<file path="src/rtl/mips_cpu_multdiv_pkg.sv">
`default_nettype none
// ============================================================================
// Module  : mips_multdiv_pkg
// Brief   : Shared op/state encodings and constants for the MIPS mult/div unit
// Revision: 1.0 - initial release
// ============================================================================
package mips_multdiv_pkg;

    typedef enum logic [2:0] {
        OP_MULT  = 3'b000,
        OP_MULTU = 3'b001,
        OP_DIV   = 3'b010,
        OP_DIVU  = 3'b011,
        OP_MTHI  = 3'b100,
        OP_MTLO  = 3'b101
    } op_t;

    typedef enum logic [1:0] {
        S_IDLE = 2'd0,
        S_MUL  = 2'd1,
        S_DIV  = 2'd2,
        S_FIX  = 2'd3
    } state_t;

    localparam int          ITER_DEFAULT = 32;
    localparam logic [31:0] DIV0_QUOT    = 32'hFFFF_FFFF;

endpackage
`default_nettype wire

</file>
<file path="src/rtl/mips_cpu_multdiv_if.sv">
`default_nettype none
// ============================================================================
// Module  : mips_cpu_multdiv_if
// Brief   : Execute-stage request / HI-LO result bundle for the mult/div unit
// Revision: 1.0 - initial release
// ============================================================================
interface mips_cpu_multdiv_if #(
    parameter int WIDTH = 32
);
    logic             start_i;
    logic [2:0]       op_i;
    logic [WIDTH-1:0] a_i;
    logic [WIDTH-1:0] b_i;
    logic             busy_o;
    logic             done_o;
    logic [WIDTH-1:0] hi_o;
    logic [WIDTH-1:0] lo_o;

    modport master (
        output start_i, op_i, a_i, b_i,
        input  busy_o, done_o, hi_o, lo_o
    );

    modport slave (
        input  start_i, op_i, a_i, b_i,
        output busy_o, done_o, hi_o, lo_o
    );
endinterface
`default_nettype wire

</file>
<file path="src/rtl/mips_cpu_multdiv_divstep.sv">
`default_nettype none
// ============================================================================
// Module  : mips_cpu_divstep
// Brief   : One combinational restoring-division step (shift in, trial subtract)
// Revision: 1.0 - initial release
// ============================================================================
module mips_cpu_divstep #(
    parameter int WIDTH = 32
) (
    input  logic [WIDTH-1:0] rem_i,
    input  logic             bit_i,
    input  logic [WIDTH-1:0] divisor_i,
    output logic [WIDTH-1:0] rem_o,
    output logic             q_o
);
    logic [WIDTH:0] w_shift;
    logic [WIDTH:0] w_diff;

    assign w_shift = {rem_i, bit_i};
    assign w_diff  = w_shift - {1'b0, divisor_i};
    // Sign bit of the widened difference tells whether the divisor fit.
    assign q_o     = ~w_diff[WIDTH];
    assign rem_o   = q_o ? w_diff[WIDTH-1:0] : w_shift[WIDTH-1:0];
endmodule
`default_nettype wire

</file>
<file path="src/rtl/mips_cpu_multdiv.sv">
`default_nettype none
// ============================================================================
// Module  : mips_cpu_multdiv
// Brief   : Iterative MULT/MULTU/DIV/DIVU unit with architectural HI/LO
// Revision: 1.0 - initial release
// ============================================================================
module mips_cpu_multdiv
    import mips_multdiv_pkg::*;
#(
    parameter int WIDTH = 32,
    parameter int ITER  = WIDTH
) (
    input  logic                     clk,
    input  logic                     reset,
    mips_cpu_multdiv_if.slave        bus
);
    localparam int CW = $clog2(ITER + 1);

    state_t             state_q, state_d;
    logic [CW-1:0]      cnt_q, cnt_d;
    logic [2*WIDTH-1:0] acc_q, acc_d;
    logic [WIDTH-1:0]   opnd_q, opnd_d;
    logic [WIDTH-1:0]   araw_q, araw_d;
    logic               neg_res_q, neg_res_d;
    logic               neg_rem_q, neg_rem_d;
    logic               isdiv_q, isdiv_d;
    logic               div0_q, div0_d;
    logic [WIDTH-1:0]   hi_q, hi_d;
    logic [WIDTH-1:0]   lo_q, lo_d;
    logic               done_q, done_d;

    logic               w_signed;
    logic [WIDTH-1:0]   w_a_mag, w_b_mag;
    logic [WIDTH:0]     w_mul_sum;
    logic [WIDTH-1:0]   w_rem;
    logic               w_qbit;
    logic [2*WIDTH-1:0] w_prod;
    logic [WIDTH-1:0]   w_quot, w_remfix;

    assign w_signed  = ~bus.op_i[0];
    assign w_a_mag   = (w_signed && bus.a_i[WIDTH-1]) ? -bus.a_i : bus.a_i;
    assign w_b_mag   = (w_signed && bus.b_i[WIDTH-1]) ? -bus.b_i : bus.b_i;

    // Right-shifting multiplier: multiplier sits in acc low half, product grows from the top.
    assign w_mul_sum = {1'b0, acc_q[2*WIDTH-1:WIDTH]} + (acc_q[0] ? {1'b0, opnd_q} : '0);

    mips_cpu_divstep #(.WIDTH(WIDTH)) u_divstep (
        .rem_i     (acc_q[2*WIDTH-1:WIDTH]),
        .bit_i     (acc_q[WIDTH-1]),
        .divisor_i (opnd_q),
        .rem_o     (w_rem),
        .q_o       (w_qbit)
    );

    assign w_prod   = neg_res_q ? -acc_q : acc_q;
    assign w_quot   = neg_res_q ? -acc_q[WIDTH-1:0] : acc_q[WIDTH-1:0];
    assign w_remfix = neg_rem_q ? -acc_q[2*WIDTH-1:WIDTH] : acc_q[2*WIDTH-1:WIDTH];

    always_comb begin
        state_d   = state_q;
        cnt_d     = cnt_q;
        acc_d     = acc_q;
        opnd_d    = opnd_q;
        araw_d    = araw_q;
        neg_res_d = neg_res_q;
        neg_rem_d = neg_rem_q;
        isdiv_d   = isdiv_q;
        div0_d    = div0_q;
        hi_d      = hi_q;
        lo_d      = lo_q;
        done_d    = 1'b0;
        case (state_q)
            S_IDLE: begin
                if (bus.start_i) begin
                    case (bus.op_i)
                        OP_MULT, OP_MULTU, OP_DIV, OP_DIVU: begin
                            acc_d     = {{WIDTH{1'b0}}, w_a_mag};
                            opnd_d    = w_b_mag;
                            araw_d    = bus.a_i;
                            neg_res_d = w_signed & (bus.a_i[WIDTH-1] ^ bus.b_i[WIDTH-1]);
                            neg_rem_d = w_signed & bus.a_i[WIDTH-1];
                            isdiv_d   = bus.op_i[1];
                            div0_d    = (bus.b_i == '0);
                            cnt_d     = '0;
                            state_d   = bus.op_i[1] ? S_DIV : S_MUL;
                        end
                        OP_MTHI: hi_d = bus.a_i;
                        OP_MTLO: lo_d = bus.a_i;
                        default: ;
                    endcase
                end
            end
            S_MUL: begin
                acc_d = {w_mul_sum, acc_q[WIDTH-1:1]};
                cnt_d = cnt_q + CW'(1);
                if (cnt_q == CW'(ITER - 1)) state_d = S_FIX;
            end
            S_DIV: begin
                acc_d = {w_rem, acc_q[WIDTH-2:0], w_qbit};
                cnt_d = cnt_q + CW'(1);
                if (cnt_q == CW'(ITER - 1)) state_d = S_FIX;
            end
            S_FIX: begin
                if (!isdiv_q) begin
                    hi_d = w_prod[2*WIDTH-1:WIDTH];
                    lo_d = w_prod[WIDTH-1:0];
                end else if (div0_q) begin
                    hi_d = araw_q;
                    lo_d = DIV0_QUOT;
                end else begin
                    hi_d = w_remfix;
                    lo_d = w_quot;
                end
                done_d  = 1'b1;
                state_d = S_IDLE;
            end
            default: state_d = S_IDLE;
        endcase
    end

    always_ff @(posedge clk or negedge reset) begin
        if (!reset) begin
            state_q   <= S_IDLE;
            cnt_q     <= '0;
            acc_q     <= '0;
            opnd_q    <= '0;
            araw_q    <= '0;
            neg_res_q <= 1'b0;
            neg_rem_q <= 1'b0;
            isdiv_q   <= 1'b0;
            div0_q    <= 1'b0;
            hi_q      <= '0;
            lo_q      <= '0;
            done_q    <= 1'b0;
        end else begin
            state_q   <= state_d;
            cnt_q     <= cnt_d;
            acc_q     <= acc_d;
            opnd_q    <= opnd_d;
            araw_q    <= araw_d;
            neg_res_q <= neg_res_d;
            neg_rem_q <= neg_rem_d;
            isdiv_q   <= isdiv_d;
            div0_q    <= div0_d;
            hi_q      <= hi_d;
            lo_q      <= lo_d;
            done_q    <= done_d;
        end
    end

    assign bus.busy_o = (state_q != S_IDLE);
    assign bus.done_o = done_q;
    assign bus.hi_o   = hi_q;
    assign bus.lo_o   = lo_q;
endmodule
`default_nettype wire

</file>
<file path="src/flat_wrapper.sv">
// flat-port wrapper written by rule: the top's interface ports become plain ports
module mips_cpu_multdiv_flat import mips_multdiv_pkg::*;
#(
    parameter int WIDTH = 32,
    parameter int ITER  = WIDTH
)
  (clk, reset, bus_start_i, bus_op_i, bus_a_i, bus_b_i, bus_busy_o, bus_done_o, bus_hi_o, bus_lo_o);
  mips_cpu_multdiv_if #(.WIDTH(WIDTH)) bus_i ();
  input  logic clk;
  input  logic reset;
  input wire logic [$bits(bus_i.start_i)-1:0] bus_start_i;
  input wire logic [$bits(bus_i.op_i)-1:0] bus_op_i;
  input wire logic [$bits(bus_i.a_i)-1:0] bus_a_i;
  input wire logic [$bits(bus_i.b_i)-1:0] bus_b_i;
  output wire logic [$bits(bus_i.busy_o)-1:0] bus_busy_o;
  output wire logic [$bits(bus_i.done_o)-1:0] bus_done_o;
  output wire logic [$bits(bus_i.hi_o)-1:0] bus_hi_o;
  output wire logic [$bits(bus_i.lo_o)-1:0] bus_lo_o;
  assign bus_i.start_i = bus_start_i;
  assign bus_i.op_i = bus_op_i;
  assign bus_i.a_i = bus_a_i;
  assign bus_i.b_i = bus_b_i;
  assign bus_busy_o = bus_i.busy_o;
  assign bus_done_o = bus_i.done_o;
  assign bus_hi_o = bus_i.hi_o;
  assign bus_lo_o = bus_i.lo_o;
  mips_cpu_multdiv #(.WIDTH(WIDTH), .ITER(ITER)) u_core (.clk(clk), .reset(reset), .bus(bus_i));
endmodule
</file>
<file path="config.mk">
export PLATFORM = sky130hd
export DESIGN_NAME = mips_cpu_multdiv_flat
export DESIGN_NICKNAME = d
export VERILOG_FILES = /design/src/rtl/mips_cpu_multdiv_pkg.sv /design/src/rtl/mips_cpu_multdiv_if.sv /design/src/rtl/mips_cpu_multdiv_divstep.sv /design/src/rtl/mips_cpu_multdiv.sv /design/src/flat_wrapper.sv
export SDC_FILE = /design/constraint.sdc
export NUM_CORES = 1
export LEC_CHECK = 0
export CORE_MARGIN = 4
export CORE_UTILIZATION = 30
export CTS_BUF_LIST = sky130_fd_sc_hd__clkbuf_2
export CTS_CLUSTER_DIAMETER = 150
export CTS_CLUSTER_SIZE = 30
export DETAILED_ROUTE_END_ITERATION = 8
export PLACE_DENSITY = 0.46
export SLEW_MARGIN = 20
export SYNTH_ARGS = -nofsm -noshare
export SYNTH_HDL_FRONTEND = slang
export SYNTH_SLANG_ARGS = --single-unit
</file>
<file path="constraint.sdc">
create_clock -name clk -period 6.2 [get_ports clk]
set_input_delay 0.62 -clock clk [delete_from_list [all_inputs] [get_ports clk]]
set_output_delay 0.62 -clock clk [all_outputs]
set_load 0.05 [all_outputs]
</file>
# Word-level counts from Yosys, hierarchy flattened
# Cells that the tools add are included.
# totals
reg_bits	205
in_bits	70
output_inout_bits	66
wordCells	85
# classes
n_addsub	8
eq_ne	14
n_mux	29
n_bitwise	5
n_reduce_logical	17
# ops
op	n
$mux W32	14
$mux W64	3
$pmux W64 S3	1
$neg A32 Y32	4
$pmux W32 S2	2
$neg A64 Y64	1
$add A32 B33 Y33	1
$sub A33 B32 Y33	1
$logic_not A32 Y1	1
$reduce_and A3 Y1	6
$mux W6	2
$pmux W6 S2	1
$mux W2	4
$ne A2 B2 Y1 const B	4
$add A6 B1 Y6 const B	1
$eq A3 B2 Y1 const B	2
$eq A3 B3 Y1 const B	2
$eq A6 B5 Y1 const B	1
$pmux W2 S3	1
$reduce_bool A2 Y1	3
$eq A2 B2 Y1 const B	2
$reduce_or A4 Y1	1
$eq A3 B1 Y1 const B	1
$logic_not A3 Y1	1
other kinds (10)	13

# Depth between registers and ports, before layout
# logic_depth
depth_word	6
depth_mapped	15
mapped_depth_nobuf	14

# Hierarchy
# A second synthesis with hierarchy kept.
# unflattened
hier_cells	2140
hier_area_um2	16829.9
# by_module_without_submodules
mod	instances	cells_each	area_each_um2	seq_area_each_um2
mips_cpu_multdiv	1	1835	14471.4	5129.9
mips_cpu_divstep	1	305	2358.5	0.0

# Worst setup path after synthesis
# Ideal clock, no wire load.
# synth_timing
kind	reg-to-reg
startpoint	register u_core.acc_q[0]
endpoint	register u_core.acc_q[59]
setup_time_ns	0.142
arrival_time_ns	3.427
required_ns	6.058
setup_slack_ns	2.631
stages_incl_launch_ff	15
n_path_buf	1
synth_period_minus_slack_ns	3.569
path_cell_list	dfrtp_1 inv_1 clkbuf_1 nor2_1 ha_1 a21o_1 or3_1 o221a_2 a21oi_1 o21ai_0 a21bo_2 o31ai_1 mux2i_1 a2111oi_0 o21ai_0
# synth_via
elab_chain_len	3
# synth_lines
item	line	source
start: declaration	mips_cpu_multdiv.sv:21	logic [2*WIDTH-1:0] acc_q, acc_d;
start signal: assignment	mips_cpu_multdiv.sv:125	acc_q <= '0;
start signal: assignment	mips_cpu_multdiv.sv:138	acc_q <= acc_d;
$mux W32	mips_cpu_multdiv.sv:45	assign w_mul_sum = {1'b0, acc_q[2*WIDTH-1:WIDTH]} + (acc_q[0] ? {1'b0, opnd_q} : '0);
$add A32 B33 Y33	mips_cpu_multdiv.sv:45	
$pmux W64 S3	mips_cpu_multdiv.sv:72	case (state_q)
# Every way passes these cells.
# A chain may end at the register's enable or synchronous reset.

# Worst setup path after layout
# layout_timing
startpoint	register u_core.acc_q[31]
endpoint	register u_core.acc_q[39]
# layout_via
elab_chain_len	3
# layout_lines
item	line	source
$sub A33 B32 Y33	mips_cpu_multdiv_divstep.sv:20	assign w_diff = w_shift - {1'b0, divisor_i};
$mux W32	mips_cpu_multdiv_divstep.sv:23	assign rem_o = q_o ? w_diff[WIDTH-1:0] : w_shift[WIDTH-1:0];
$pmux W64 S3	mips_cpu_multdiv.sv:72	
# Every way passes these cells.

==> metrics.txt <==
status complete, no violations; net switching power between 0.005 and 0.006 W; flops & latches, synth approximately 200; measured slew at the worst slew-check pin slightly above 1 ns; RePlAce Congestion roughly 0.85; Fin. Hold Viols 0; Routed WL approximately 60000 um; Startpoint Class flip-flop; Clock Skew approximately 0.066 ns; Avg Synthesized Cell Area ~8 um^2; worst hold path class in -> reg; Gate Count Post-Synth between 2000 and 2500; Comb power frac 0.695; antenna violations before repair 2; Setup CP Type reg -> reg; CP max FO roughly 40; hpwl dp 44200 um; switching share of power 0.553; # fillers between 5000 and 6000; Via density about 5.5; post-route minimum period between 4 and 5 ns; gr usage total 0.198; biggest area consumer among synthesized cells dfrtp_1; Power Density around 570 nW/um^2; Rows 85; Data arrival, critical path approximately 5.5 ns; RSZ-0062 raised after global routing false; CTS tree yes; Final nets 2245; Setup Buffers After CTS 0; Rel. slew slack 0.325; DR WL/cell roughly 21 um; Critical Path RT between 7 and 8 ns; Area growth syn-to-layout 12.4%; final core occ 0.342; Clk Latency, worst-skew pair 1.00 ns; Fmax 218 MHz; total power ~0.010 W; DRT iter0 DRCs roughly 1100; Mapped Area around 16000 um^2; post-route ant nets 0; Worst Setup End Kind flip-flop; Synth Flop Type dfrtp_1; CORE AREA 54000 um^2; Die H around 240 um; post-synth net total around 2200; num ports approximately 140; most common cell after layout, fill and taps aside nand2_1; internal cell power 0.00467 W; warning count from the yosys run 0; part of the power in registers 0.256; most frequent cells in the layout nand2_1 (266), o21ai_0 (255), dfrtp_1 (204); CTS sink count about 210; Async S/R FF share, synth 1.00; vias in the first global route about 15000; Inserted Clock Buffers 10; largest cells by area after synthesis dfrtp_1 (31%), o21ai_0 (7.8%), xnor2_1 (6.7%); post-cts sizing count 0; Overflow after GRT 0; fraction of layout cells with a size suffix above 1 0.0505; Peak VDD IR approximately 0.35 mV; Hold Slack between 0.2 and 0.25 ns; post-synth top area share 0.312; dpl cells ~2800; TritonRoute pass-1 iters 5; clock network fraction of total power 0.050; setup TNS 0 ns; fin. max-slew vios 0; Max Cap Violations 0; Setup Viol. Count Final 0; Tcrit/Tclk final 0.739; htree depth 1; Lkg Pwr approximately 7.5 nW; sequential fraction of the synthesis area 0.312; Starting Density 0.304; Root Buffer clkbuf_2; largest net degree at the start of global routing roughly 130; die width between 200 and 250 um; clock-pin transition on the worst setup and hold timing paths 0.69 ns; Synth cell types 77; clock buffer depth 3; via count between 15000 and 20000; Die ar. between 50000 and 60000 um^2; global-route wire length before repair 93400 um; # DRC 0; final cell count without fillers 2797; Post-synth EDFFs 0; port bufs around 140
==> final cells by class <==
cell class,instances,area [um^2],area share
clock buffer,12,60.1,0.00325
antenna,1,2.50,0.000136
tap,696,871,0.0472
sequential,205,5130,0.278
inverter,63,236,0.0128
clock inverter,1,7.51,0.000407
multi-input combinational,1653,10500,0.571
timing repair buffer,166,1620,0.0877
==> flip-flops by register name, summed over array words and instances (netlist names), 2 cells and up <==
register / count
u_core.acc_q: 64
u_core.araw_q: 32
u_core.bus.hi_o: 32
u_core.bus.lo_o: 32
u_core.cnt_q: 6
u_core.opnd_q: 32
u_core.state_q: 2
==> critical path, stage by stage, from the launching register on <==
cell and delay [ns]:
dfrtp_1 0.60, inv_1 0.12, ha_1 0.21, fa_1 0.26, nand2b_1 0.16, a21oi_1 0.10
o41ai_1 0.52, a31oi_1 0.34, a21o_1 0.30, a221oi_1 0.39, xnor2_2 0.19, buf_4 0.52
mux2_2 0.40, a221oi_1 0.30, nor2_1 0.08
==> synthesized netlist by cell type, types with 17 or more instances <==
cell / instances
xnor2_1: 125
nor3_1: 20
o31ai_1: 30
ha_1: 74
mux2_2: 34
o22ai_1: 37
xor2_1: 48
or4_1: 27
nand2_1: 267
clkbuf_1: 122
nand3_1: 25
dfrtp_1: 205
a22oi_1: 43
mux2i_1: 34
nand2b_1: 26
inv_1: 62
a21o_1: 33
or3_1: 26
o21ai_0: 255
a211oi_1: 17
a21oi_1: 151
o211ai_1: 29
nor2_1: 150
==> final timing paths <==
kind	start	endpoint	slack, ns	cells past startpoint
max in group asynchronous	reset	u_core.neg_res_q$_DFFE_PN0P_	4.49	4
worst min register to register	u_core.opnd_q[30]$_DFFE_PN0P_	u_core.opnd_q[30]$_DFFE_PN0P_	0.54	2
worst min-delay path	bus_b_i[20]	u_core.opnd_q[20]$_DFFE_PN0P_	0.24	3
min in group asynchronous	reset	u_core.bus.lo_o[2]$_DFFE_PN0P_	0.57	3
worst max-delay path	u_core.acc_q[31]$_DFFE_PN0P_	u_core.acc_q[39]$_DFFE_PN0P_	1.62	14
worst max register to register	u_core.acc_q[31]$_DFFE_PN0P_	u_core.acc_q[39]$_DFFE_PN0P_	1.62	14
==> per-layer routing <==
metal / vias up / wire [um] / global-route usage
li1: 7510 / - / -
met1: 7461 / 29800 / 0.294
met2: 370 / 26600 / 0.312
met3: 56 / 2240 / 0.0178
met4: 2 / 1360 / 0.0476
met5: - / 11 / 0
==> power by group through the flow <==
stage	registers, W	logic [W]	clock network [W]
floorplan	0.00304	0.00467	0
global placement	0.00266	0.00720	0
detailed placement	0.00269	0.00722	0
CTS	0.00266	0.00724	0.000567
global route	0.00276	0.00799	0.000593
finish	0.00267	0.00725	0.000517
==> cells by family after synthesis <==
group	count (synthesis)	share of synthesized area
simple gates	620	0.175
fa+ha+maj	76	0.0588
flops	205	0.312
mux	68	0.0440
xor+xnor	173	0.0923
compound gates	716	0.269
buf+inv	207	0.0482
==> repair_timing <==
item / 4_1_cts / 5_1_grt
endpoints found under the hold margin: 75 / 0
endpoints found under the setup margin: 0 / 0
hold buffers: 3 / 0
==> through the flow <==
stage,cell area [um^2],worst slack [ns]
after floorplan,16400,2.63
after global placement,18400,1.86
after detailed placement,18400,1.71
after CTS,18500,1.68
after global routing,18500,1.44
final,18500,1.62
No activity file was read; power rests on OpenSTA's default activity.
